File: src/rtl/prores_sb_pkg.sv
// Shared types and constants for the set_bit arbiter slice.
// Both bitstream producers and the arbiter agree on these widths.
package prores_sb_pkg;

    typedef enum logic [1:0] {
        IDLE,
        BUSY,
        AUTO_FLUSH,
        RELEASE
    } sb_state_t;

    localparam int SB_VAL_W      = 64;
    localparam int SB_SIZE_W     = 7;
    localparam int SB_MAX_BITS   = 64;
    localparam int REQ_HEADER    = 0;
    localparam int REQ_COMPONENT = 1;

    // Zero bits needed to close the current partial byte.
    function automatic logic [3:0] sb_pad_bits(input logic [2:0] phase);
        return (phase == 3'd0) ? 4'd0 : (4'd8 - {1'b0, phase});
    endfunction

endpackage

File: src/rtl/set_bit_arbiter_rr_arbiter.sv
// Combinational round-robin pick: the first requester found searching
// upward from i_ptr (wrapping) wins; result is one-hot plus its index.
module rr_arbiter
    import prores_sb_pkg::*;
#(
    parameter int NUM_REQ = 2,
    parameter int IDX_W   = 1
) (
    input  logic [NUM_REQ-1:0] i_req,
    input  logic [IDX_W-1:0]   i_ptr,
    output logic [NUM_REQ-1:0] o_grant,
    output logic [IDX_W-1:0]   o_idx
);

    logic             w_found;
    logic [IDX_W-1:0] w_k;

    always_comb begin
        o_grant = '0;
        o_idx   = '0;
        w_found = 1'b0;
        w_k     = '0;
        for (int i = 0; i < NUM_REQ; i++) begin
            w_k = IDX_W'((int'(i_ptr) + i) % NUM_REQ);
            if (!w_found && i_req[w_k]) begin
                w_found      = 1'b1;
                o_grant[w_k] = 1'b1;
                o_idx        = w_k;
            end
        end
    end

endmodule

File: src/rtl/set_bit_arbiter.sv
// Shares one set_bit packer between bitstream producers using a
// request/grant session, auto-flushing partial bytes on release.
module set_bit_arbiter
    import prores_sb_pkg::*;
#(
    parameter  int NUM_REQ = 2,
    parameter  int CNT_W   = 32,
    localparam int IDX_W   = (NUM_REQ > 1) ? $clog2(NUM_REQ) : 1
) (
    input  logic                                clock,
    input  logic                                reset_n,
    input  logic [NUM_REQ-1:0]                  req,
    input  logic [NUM_REQ-1:0]                  enable,
    input  logic [NUM_REQ-1:0][SB_VAL_W-1:0]    val,
    input  logic [NUM_REQ-1:0][SB_SIZE_W-1:0]   size_of_bit,
    input  logic [NUM_REQ-1:0]                  flush,
    output logic [NUM_REQ-1:0]                  grant,
    output logic                                sb_enable,
    output logic [SB_VAL_W-1:0]                 sb_val,
    output logic [63:0]                         sb_size_of_bit,
    output logic                                sb_flush,
    output logic                                session_done,
    output logic [IDX_W-1:0]                    session_owner,
    output logic [CNT_W-1:0]                    session_bits,
    output logic                                protocol_error
);

    sb_state_t            r_state;
    logic [NUM_REQ-1:0]   r_grant;
    logic [IDX_W-1:0]     r_owner;
    logic [IDX_W-1:0]     r_ptr;
    logic [CNT_W-1:0]     r_bit_cnt;
    logic [2:0]           r_phase;
    logic                 r_sb_enable;
    logic [SB_VAL_W-1:0]  r_sb_val;
    logic [SB_SIZE_W-1:0] r_sb_size;
    logic                 r_sb_flush;
    logic                 r_done;
    logic [IDX_W-1:0]     r_sess_owner;
    logic [CNT_W-1:0]     r_sess_bits;
    logic                 r_error;

    logic [NUM_REQ-1:0]   w_arb_grant;
    logic [IDX_W-1:0]     w_arb_idx;
    logic [IDX_W-1:0]     w_ptr_next;
    logic                 w_own_req;
    logic                 w_own_en;
    logic                 w_own_fl;
    logic [SB_SIZE_W-1:0] w_own_size;
    logic [SB_VAL_W-1:0]  w_own_val;
    logic                 w_size_ok;
    logic [NUM_REQ-1:0]   w_owner_mask;
    logic                 w_stray;
    logic [SB_SIZE_W-1:0] w_add;
    logic [CNT_W:0]       w_cnt_sum;
    logic [CNT_W-1:0]     w_cnt_next;

    rr_arbiter #(
        .NUM_REQ (NUM_REQ),
        .IDX_W   (IDX_W)
    ) u_rr_arbiter (
        .i_req   (req),
        .i_ptr   (r_ptr),
        .o_grant (w_arb_grant),
        .o_idx   (w_arb_idx)
    );

    always_comb begin
        w_own_req    = req[r_owner];
        w_own_en     = enable[r_owner];
        w_own_fl     = flush[r_owner];
        w_own_size   = size_of_bit[r_owner];
        w_own_val    = val[r_owner];
        w_size_ok    = (w_own_size != '0) && (w_own_size <= SB_SIZE_W'(SB_MAX_BITS));
        // Only a BUSY owner may drive beats; anything else is a producer bug.
        w_owner_mask = (r_state == BUSY) ? r_grant : '0;
        w_stray      = |((enable | flush) & ~w_owner_mask);
        w_add        = (w_own_req && !w_own_fl && w_own_en) ? w_own_size
                                                            : SB_SIZE_W'(sb_pad_bits(r_phase));
        w_cnt_sum    = {1'b0, r_bit_cnt} + (CNT_W+1)'(w_add);
        w_cnt_next   = w_cnt_sum[CNT_W] ? '1 : w_cnt_sum[CNT_W-1:0];
        w_ptr_next   = (w_arb_idx == IDX_W'(NUM_REQ - 1)) ? '0 : (w_arb_idx + IDX_W'(1));
    end

    always_ff @(posedge clock or negedge reset_n) begin
        if (!reset_n) begin
            r_state      <= IDLE;
            r_grant      <= '0;
            r_owner      <= '0;
            r_ptr        <= '0;
            r_bit_cnt    <= '0;
            r_phase      <= '0;
            r_sb_enable  <= 1'b0;
            r_sb_val     <= '0;
            r_sb_size    <= '0;
            r_sb_flush   <= 1'b0;
            r_done       <= 1'b0;
            r_sess_owner <= '0;
            r_sess_bits  <= '0;
            r_error      <= 1'b0;
        end else begin
            r_sb_enable  <= 1'b0;
            r_sb_val     <= '0;
            r_sb_size    <= '0;
            r_sb_flush   <= 1'b0;
            r_done       <= 1'b0;
            r_sess_owner <= '0;
            r_sess_bits  <= '0;
            if (w_stray) begin
                r_error <= 1'b1;
            end
            case (r_state)
                IDLE: begin
                    if (|req) begin
                        r_grant   <= w_arb_grant;
                        r_owner   <= w_arb_idx;
                        r_ptr     <= w_ptr_next;
                        r_bit_cnt <= '0;
                        r_phase   <= '0;
                        r_state   <= BUSY;
                    end
                end
                BUSY: begin
                    if (!w_own_req) begin
                        if (w_own_en || w_own_fl) begin
                            r_error <= 1'b1;
                        end
                        if (r_phase != 3'd0) begin
                            r_sb_flush <= 1'b1;
                            r_bit_cnt  <= w_cnt_next;
                            r_phase    <= '0;
                            r_state    <= AUTO_FLUSH;
                        end else begin
                            r_grant      <= '0;
                            r_done       <= 1'b1;
                            r_sess_owner <= r_owner;
                            r_sess_bits  <= r_bit_cnt;
                            r_state      <= RELEASE;
                        end
                    end else if (w_own_fl) begin
                        r_sb_flush <= 1'b1;
                        r_bit_cnt  <= w_cnt_next;
                        r_phase    <= '0;
                        if (w_own_en) begin
                            r_error <= 1'b1;
                        end
                    end else if (w_own_en) begin
                        if (w_size_ok) begin
                            r_sb_enable <= 1'b1;
                            r_sb_val    <= w_own_val;
                            r_sb_size   <= w_own_size;
                            r_bit_cnt   <= w_cnt_next;
                            r_phase     <= r_phase + w_own_size[2:0];
                        end else begin
                            r_error <= 1'b1;
                        end
                    end
                end
                AUTO_FLUSH: begin
                    r_grant      <= '0;
                    r_done       <= 1'b1;
                    r_sess_owner <= r_owner;
                    r_sess_bits  <= r_bit_cnt;
                    r_state      <= RELEASE;
                end
                RELEASE: begin
                    r_state <= IDLE;
                end
                default: begin
                    r_state <= IDLE;
                end
            endcase
        end
    end

    assign grant          = r_grant;
    assign sb_enable      = r_sb_enable;
    assign sb_val         = r_sb_val;
    assign sb_size_of_bit = {{(64 - SB_SIZE_W){1'b0}}, r_sb_size};
    assign sb_flush       = r_sb_flush;
    assign session_done   = r_done;
    assign session_owner  = r_sess_owner;
    assign session_bits   = r_sess_bits;
    assign protocol_error = r_error;

endmodule

File: config.mk
export PLATFORM = sky130hd
export DESIGN_NAME = set_bit_arbiter
export DESIGN_NICKNAME = d
export VERILOG_FILES = /design/src/rtl/prores_sb_pkg.sv /design/src/rtl/set_bit_arbiter_rr_arbiter.sv /design/src/rtl/set_bit_arbiter.sv
export SDC_FILE = /design/constraint.sdc
export NUM_CORES = 1
export LEC_CHECK = 0
export CORE_MARGIN = 2
export CORE_UTILIZATION = 43
export DETAILED_ROUTE_END_ITERATION = 8
export PLACE_DENSITY = 0.83
export SLEW_MARGIN = 20
export SYNTH_ARGS = -nofsm -noshare
export SYNTH_HDL_FRONTEND = slang
export SYNTH_HIERARCHICAL = 1
export SYNTH_SLANG_ARGS = --single-unit
File: constraint.sdc
create_clock -name clock -period 5.1 [get_ports clock]
set_input_delay 0.51 -clock clock [delete_from_list [all_inputs] [get_ports clock]]
set_output_delay 0.51 -clock clock [all_outputs]
set_load 0.02 [all_outputs]
# Word level (Yosys, flattened, before mapping)
# Cells that the tools add are included.
# word_totals
output_inout_bits,167
elab_cells,145
inputBits,150
register_bits,149
# classes
eq_ne,9
reduce_logical,21
add_sub_neg,5
n_lt_le_gt_ge,6
mux,86
n_bitwise,4
# op_table
op,n
2-to-1 mux 64 bit,7
2-to-1 mux 32 bit,9
one-hot mux 32 bit (2 select lines),2
2-to-1 mux 7 bit,8
2-to-1 mux 1 bit,38
adder 32 x 7 -> 33 bit,1
2-to-1 mux 3 bit,6
2-to-1 mux 2 bit,8
"!= test 4 bit, second input constant",2
one-hot mux 2 bit (4 select lines),1
"less-or-equal comparator 7 bit, second input constant",1
nonzero test 7 bit,1
logical AND 1 bit,6
"less-than comparator 1 x 2 -> 1 bit, second input constant",3
"!= test 2 bit, second input constant",3
one-hot mux 2 bit (3 select lines),1
one-hot mux 3 bit (2 select lines),1
nonzero test 3 bit,2
AND reduction 5 bit,1
"equality test 2 bit, second input constant",2
2-to-1 mux 4 bit,1
OR 2 bit,2
one-hot mux 1 bit (2 select lines),2
AND reduction 2 bit,2
16 further kinds,21

# Longest topological paths before layout
# depth
ltp_word,13
depth_mapped,17
ltp_nobuf,16

# Modules after synthesis
# The synthesis kept the hierarchy.
# by_module_without_submodules
mod,n_inst,cells_each,area_each_um2,seq_area_each_um2
set_bit_arbiter,1,712,7285.7,3728.6
rr_arbiter,1,4,30.0,0.0

# Worst setup path after synthesis
# No wires, ideal clock.
# synth_timing
path_kind,flip-flop to flip-flop
start,register r_owner
end,register r_bit_cnt[25]
arrival_time_ps,3512
path_buffers,4
synth_period_minus_slack_ps,3607
required_ps,5004
path_slack_ps,1493
stages_incl_launch_ff,16
path_cell_list,dfrtp_1 buf_2 buf_2 buf_1 mux2i_1 o21ai_0 ha_1 inv_1 fa_1 nand2b_1 a21oi_1 o311a_1 clkbuf_1 nand2_1 a21boi_0 o31ai_1
# synth_between
elab_chain_len,13
elab_cells_between_ends,27
classes_between,add/sub (1); order compare (1); eq/ne (3); mux (16); reduce/logical (6)
# synth_rtl
item,line_no,source
"start, declared",set_bit_arbiter.sv:30,logic [IDX_W-1:0] r_owner;
"start signal, assigned",set_bit_arbiter.sv:116,r_owner <= w_arb_idx;
2-to-1 mux 1 bit (implied by the code) (2 in a row),set_bit_arbiter.sv:71,w_own_fl = flush[r_owner];
zero test 1 bit,set_bit_arbiter.sv:78,w_add = (w_own_req && !w_own_fl && w_own_en) ? w_own_size
logical AND 1 bit (2 in a row),set_bit_arbiter.sv:78,
2-to-1 mux 7 bit,set_bit_arbiter.sv:78,
adder 32 x 7 -> 33 bit,set_bit_arbiter.sv:80,"w_cnt_sum = {1'b0, r_bit_cnt} + (CNT_W+1)'(w_add);"
2-to-1 mux 32 bit,set_bit_arbiter.sv:81,w_cnt_next = w_cnt_sum[CNT_W] ? '1 : w_cnt_sum[CNT_W-1:0];
2-to-1 mux 32 bit,set_bit_arbiter.sv:148,if (w_size_ok) begin
2-to-1 mux 32 bit,set_bit_arbiter.sv:147,end else if (w_own_en) begin
2-to-1 mux 32 bit,set_bit_arbiter.sv:140,end else if (w_own_fl) begin
2-to-1 mux 32 bit,set_bit_arbiter.sv:124,if (!w_own_req) begin
one-hot mux 32 bit (2 select lines),set_bit_arbiter.sv:112,case (r_state)
"end signal, assigned",set_bit_arbiter.sv:130,r_bit_cnt <= w_cnt_next;
"end signal, assigned",set_bit_arbiter.sv:142,r_bit_cnt <= w_cnt_next;
"end signal, assigned",set_bit_arbiter.sv:152,r_bit_cnt <= w_cnt_next;
"end, declared",set_bit_arbiter.sv:32,logic [CNT_W-1:0] r_bit_cnt;
# Parallel ways exist; a longest one is shown, timed or not. The select of a mux whose other input is x is not followed.
# A chain may end at the register's enable or synchronous reset.

# Worst setup path after layout
# layout_timing
start,input port req[1]
end,register r_bit_cnt[15]
# layout_between
elab_chain_len,12
elab_cells_between_ends,19
classes_between,add/sub (1); eq/ne (4); mux (10); reduce/logical (4)
# layout_rtl
item,line_no,source
"start, declared",set_bit_arbiter.sv:12,"input logic [NUM_REQ-1:0] req,"
2-to-1 mux 1 bit (implied by the code) (2 in a row),set_bit_arbiter.sv:69,w_own_req = req[r_owner];
logical AND 1 bit (2 in a row),set_bit_arbiter.sv:78,
2-to-1 mux 7 bit,set_bit_arbiter.sv:78,
adder 32 x 7 -> 33 bit,set_bit_arbiter.sv:80,
2-to-1 mux 32 bit,set_bit_arbiter.sv:81,
2-to-1 mux 32 bit,set_bit_arbiter.sv:148,
2-to-1 mux 32 bit,set_bit_arbiter.sv:147,
2-to-1 mux 32 bit,set_bit_arbiter.sv:140,
2-to-1 mux 32 bit,set_bit_arbiter.sv:124,
one-hot mux 32 bit (2 select lines),set_bit_arbiter.sv:112,
# Parallel ways exist; a longest one is shown, timed or not. The select of a mux whose other input is x is not followed.

==> flow_summary.toml <==
[worst_setup_path]
r2r_setup_slack_ps = 1030
critical_path.max_stage_delay_ps = 490
worst_setup_path_end_kind = "flip-flop"
cp.required_ps = 5440
crit_buf_inv = 3
cp_max_fo = 14
worst_path_max_delay_cell = "clkdlybuf4s50_1"
cp_cell_sequence = "clkdlybuf4s50_1 -> mux2_2 -> and2_1 -> nand2b_1 -> nand3_1 -> o21ai_0 -> ha_1 -> inv_1 -> fa_1 -> nand2b_1 -> a21oi_1 -> o311a_1 -> buf_4 -> nand4_1 -> nand2_1 -> o21ai_0 -> a2bb2oi_2"
crit_arrival_ps = 4460
crit_type = "in2reg"
critPathLaunchType = "input pin"
crit_family = "simple AND/OR/NAND/NOR gates"

[floorplanning]
start_util_pct = 44.11
dieWidth_um = 134.4
core.rowCount = 47
dieArea_um2 = 18070
io_pins = 317
core_um2 = 16580
die_y_um = 134.4

[sta]
skew_ps = 9.053
worst_pin_slew_ps = 928.5
finalHoldViolCount = 0
whs_ps = 177.2
fmax_mhz = 242.9
min_period_ps = 4117
report.final.slew_viol_count = 0
rsz0062_at_grt = "false"
period_share_pct = 80.73
relSlewSlack_pct = 38.10
setup_violations = 0
tns_ps = 0

[logic_synthesis]
yosys.area.top_type = "dfrtp_1"
synth_warnings = 6
synth_top_area_share_pct = 50.97
synth_adder_area_share_pct = 2.942
netlist_top_cells_area = "dfrtp_1 (51%), mux2i_1 (9.9%), buf_4 (6.0%)"
avgSynthCellArea_um2 = 10.22
syn-cell-area_um2 = 7316
ys.flop_type = "dfrtp_1"
syn_inst = 716
synth_compound_area_share_pct = 10.36
async_reset_ff_share_pct = 100.0
synth-simple-area-share_pct = 15.97
yosysSeqAreaShare_pct = 50.97
yosys.area_share.xor_xnor_pct = 0.5986
synth_cell_types = 59
synth_top_family_by_area = "simple AND/OR/NAND/NOR gates"
synth-edff-count = 0
synth_mux_area_share_pct = 10.35
synth-seq-cells = 149

[cells_and_area]
fin_cells = 1202
drive_gt1_share_pct = 5.822
nNetsFinal = 1132
final_cell_area_um2 = 10580
synthToLayoutAreaGrowth_pct = 44.55

[flow_run]
cap_violations = 0

[global_routing]
grt_max_degree = 93
globalRouteOverflowTotal = 0
grt_pass1_wl_mm = 31.75
grt_usage_pct = 23.15
grt_pass1_vias = 5639
antenna_found_initial = 2

[power]
peakVddDrop_mv = 0.3685
p_leak_uw = 0.004766
power_density_nw_per_um2 = 393.9

[drt]
wire_per_inst_um = 17.74
drt_first_pass_iters = 5
vias = 6099
via_per_inst = 5.074
drt_iter0_drc = 434
ant_nets = 0
route.detailed.drc = 0
wl_mm = 21.32

[placed_design]
placedCellCount = 1167
placed_area_um2 = 9887
place_congestion = 0.8885
portBuffers = 259
place_hpwl_mm = 15.94

[run_status]
status = "finished clean"

[clocking]
cts_buffers = 17
path_clk_slew_ps = 60
cts_root_buf = "clkbuf_16"
clock_sinks = 149
tritoncts = "done"
cts_resized = 0
hold_buffers = 0
clk_path_buf_depth = 2
clock_latency_ps = 420
postCtsSetupRepairBufs = 0
htreeDepth = 4

[hold_path]
hp-class = "in2async"
==> cells in the mapped netlist (3+ instances only) <==
cell	number
mux2i_1	72
o21ai_1	23
a21o_1	3
ha_1	14
a41oi_1	4
and2_1	40
nand4_1	5
buf_2	5
nand2b_1	6
a21boi_1	3
nor3_1	6
nand3_1	21
and3_1	5
dfrtp_1	149
nor4_1	3
a31oi_1	11
buf_1	3
xnor2_1	4
clkbuf_1	25
nand2_1	41
nor2_1	93
a21oi_1	33
o211ai_1	7
buf_4	58
inv_1	17
o21ai_0	22
==> power by group <==
part	internal, µW	switching (µW)
clock	948	495
combinational	555	840
sequential	1270	59.4
total	2770	1390
==> metrics by stage <==
stage | util, % | total power, µW | worst slack [ps]
detailed placement | 59.62 | 2740 | 625.4
global placement | 59.62 | 2716 | 798.5
global route | 63.75 | 4385 | 677.0
finish | 63.77 | 4165 | 983.0
floorplan | - | 2327 | 1493
CTS | 63.72 | 4192 | 1048
==> final timing paths <==
| path | startpoint | end | cells past startpoint |
|---|---|---|---|
| min in group clock | protocol_error | protocol_error | 1 |
| max reg2reg | r_owner | r_bit_cnt[15] | 14 |
| max in group asynchronous | reset_n | r_bit_cnt[23] | 2 |
| min | reset_n | session_bits[11] | 1 |
| min reg2reg | protocol_error | protocol_error | 1 |
| max | req[1] | r_bit_cnt[15] | 17 |
==> registers in the layout (all words and copies together) (netlist names) <==
| register | cells |
|---|---|
| session_bits | 32 |
| protocol_error | 1 |
| grant | 2 |
| sb_enable | 1 |
| r_bit_cnt | 32 |
| r_phase | 3 |
| r_owner | 1 |
| sb_flush | 1 |
| r_state | 2 |
| sb_val | 64 |
| r_sb_size | 7 |
| session_owner | 1 |
| r_ptr | 1 |
| session_done | 1 |
==> cells by family after synthesis <==
logic type | Yosys count
AND/OR/NAND/NOR | 237
adder cells (fa/ha/maj) | 16
flip-flops | 149
other | 1
buffers and inverters | 109
multiplexers | 75
AO/OA/AOI/OAI | 124
XOR/XNOR | 5
==> worst register-to-register path, delay by kind of cell (launching register included) <==
family                     cells  cell delay, ps
adders and majority gates      2             630
buffers and inverters          3             850
and+or+nand+nor                3             480
AOI/OAI and AO/OA              5            1250
DFF                            1             460
muxes                          1             340
==> routing by layer <==
layer | GRT usage, % | up-vias | routed length (µm)
met1 | 27.85 | 2935 | 8242
met5 | 0 | - | 0
met4 | 6.784 | 0 | 460
met3 | 6.765 | 29 | 1629
li1 | - | 2849 | -
met2 | 40.31 | 286 | 10990
==> area by class of cell <==
| type | count | area, µm² |
|---|---|---|
| Antenna cell | 3 | 7.507 |
| Clock buffer | 21 | 460.4 |
| Clock inverter | 11 | 220.2 |
| Fill cell | 1334 | 6008 |
| Inverter | 17 | 63.81 |
| Multi-Input combinational cell | 514 | 3162 |
| Sequential cell | 149 | 3732 |
| Tap cell | 220 | 275.3 |
| Timing Repair Buffer | 267 | 2654 |
==> cells in the final DEF (no fill, tap or decap), types with 3 or more instances in the layout <==
cell type | netlist | final
clkdlybuf4s50_1 | 0 | 258
dfrtp_1 | 149 | 148
nor2_1 | 93 | 93
mux2i_1 | 72 | 72
conb_1 | 1 | 57
nand2_1 | 41 | 41
and2_1 | 40 | 40
a21oi_1 | 33 | 33
o21ai_1 | 23 | 23
o21ai_0 | 22 | 22
nand3_1 | 21 | 20
inv_1 | 17 | 17
clkbuf_16 | 0 | 17
ha_1 | 14 | 14
a31oi_1 | 11 | 11
buf_4 | 58 | 8
o211ai_1 | 7 | 7
nand2b_1 | 6 | 6
nor3_1 | 6 | 6
bufinv_16 | 0 | 6
nand4_1 | 5 | 5
and3_1 | 5 | 5
xnor2_1 | 4 | 4
a41oi_1 | 4 | 4
diode_2 | 0 | 3
nor4_1 | 3 | 3
a21boi_1 | 3 | 3
nand3_2 | 2 | 3
a21o_1 | 3 | 3
clkinvlp_4 | 0 | 3
Power figures use the tool's default switching activity.
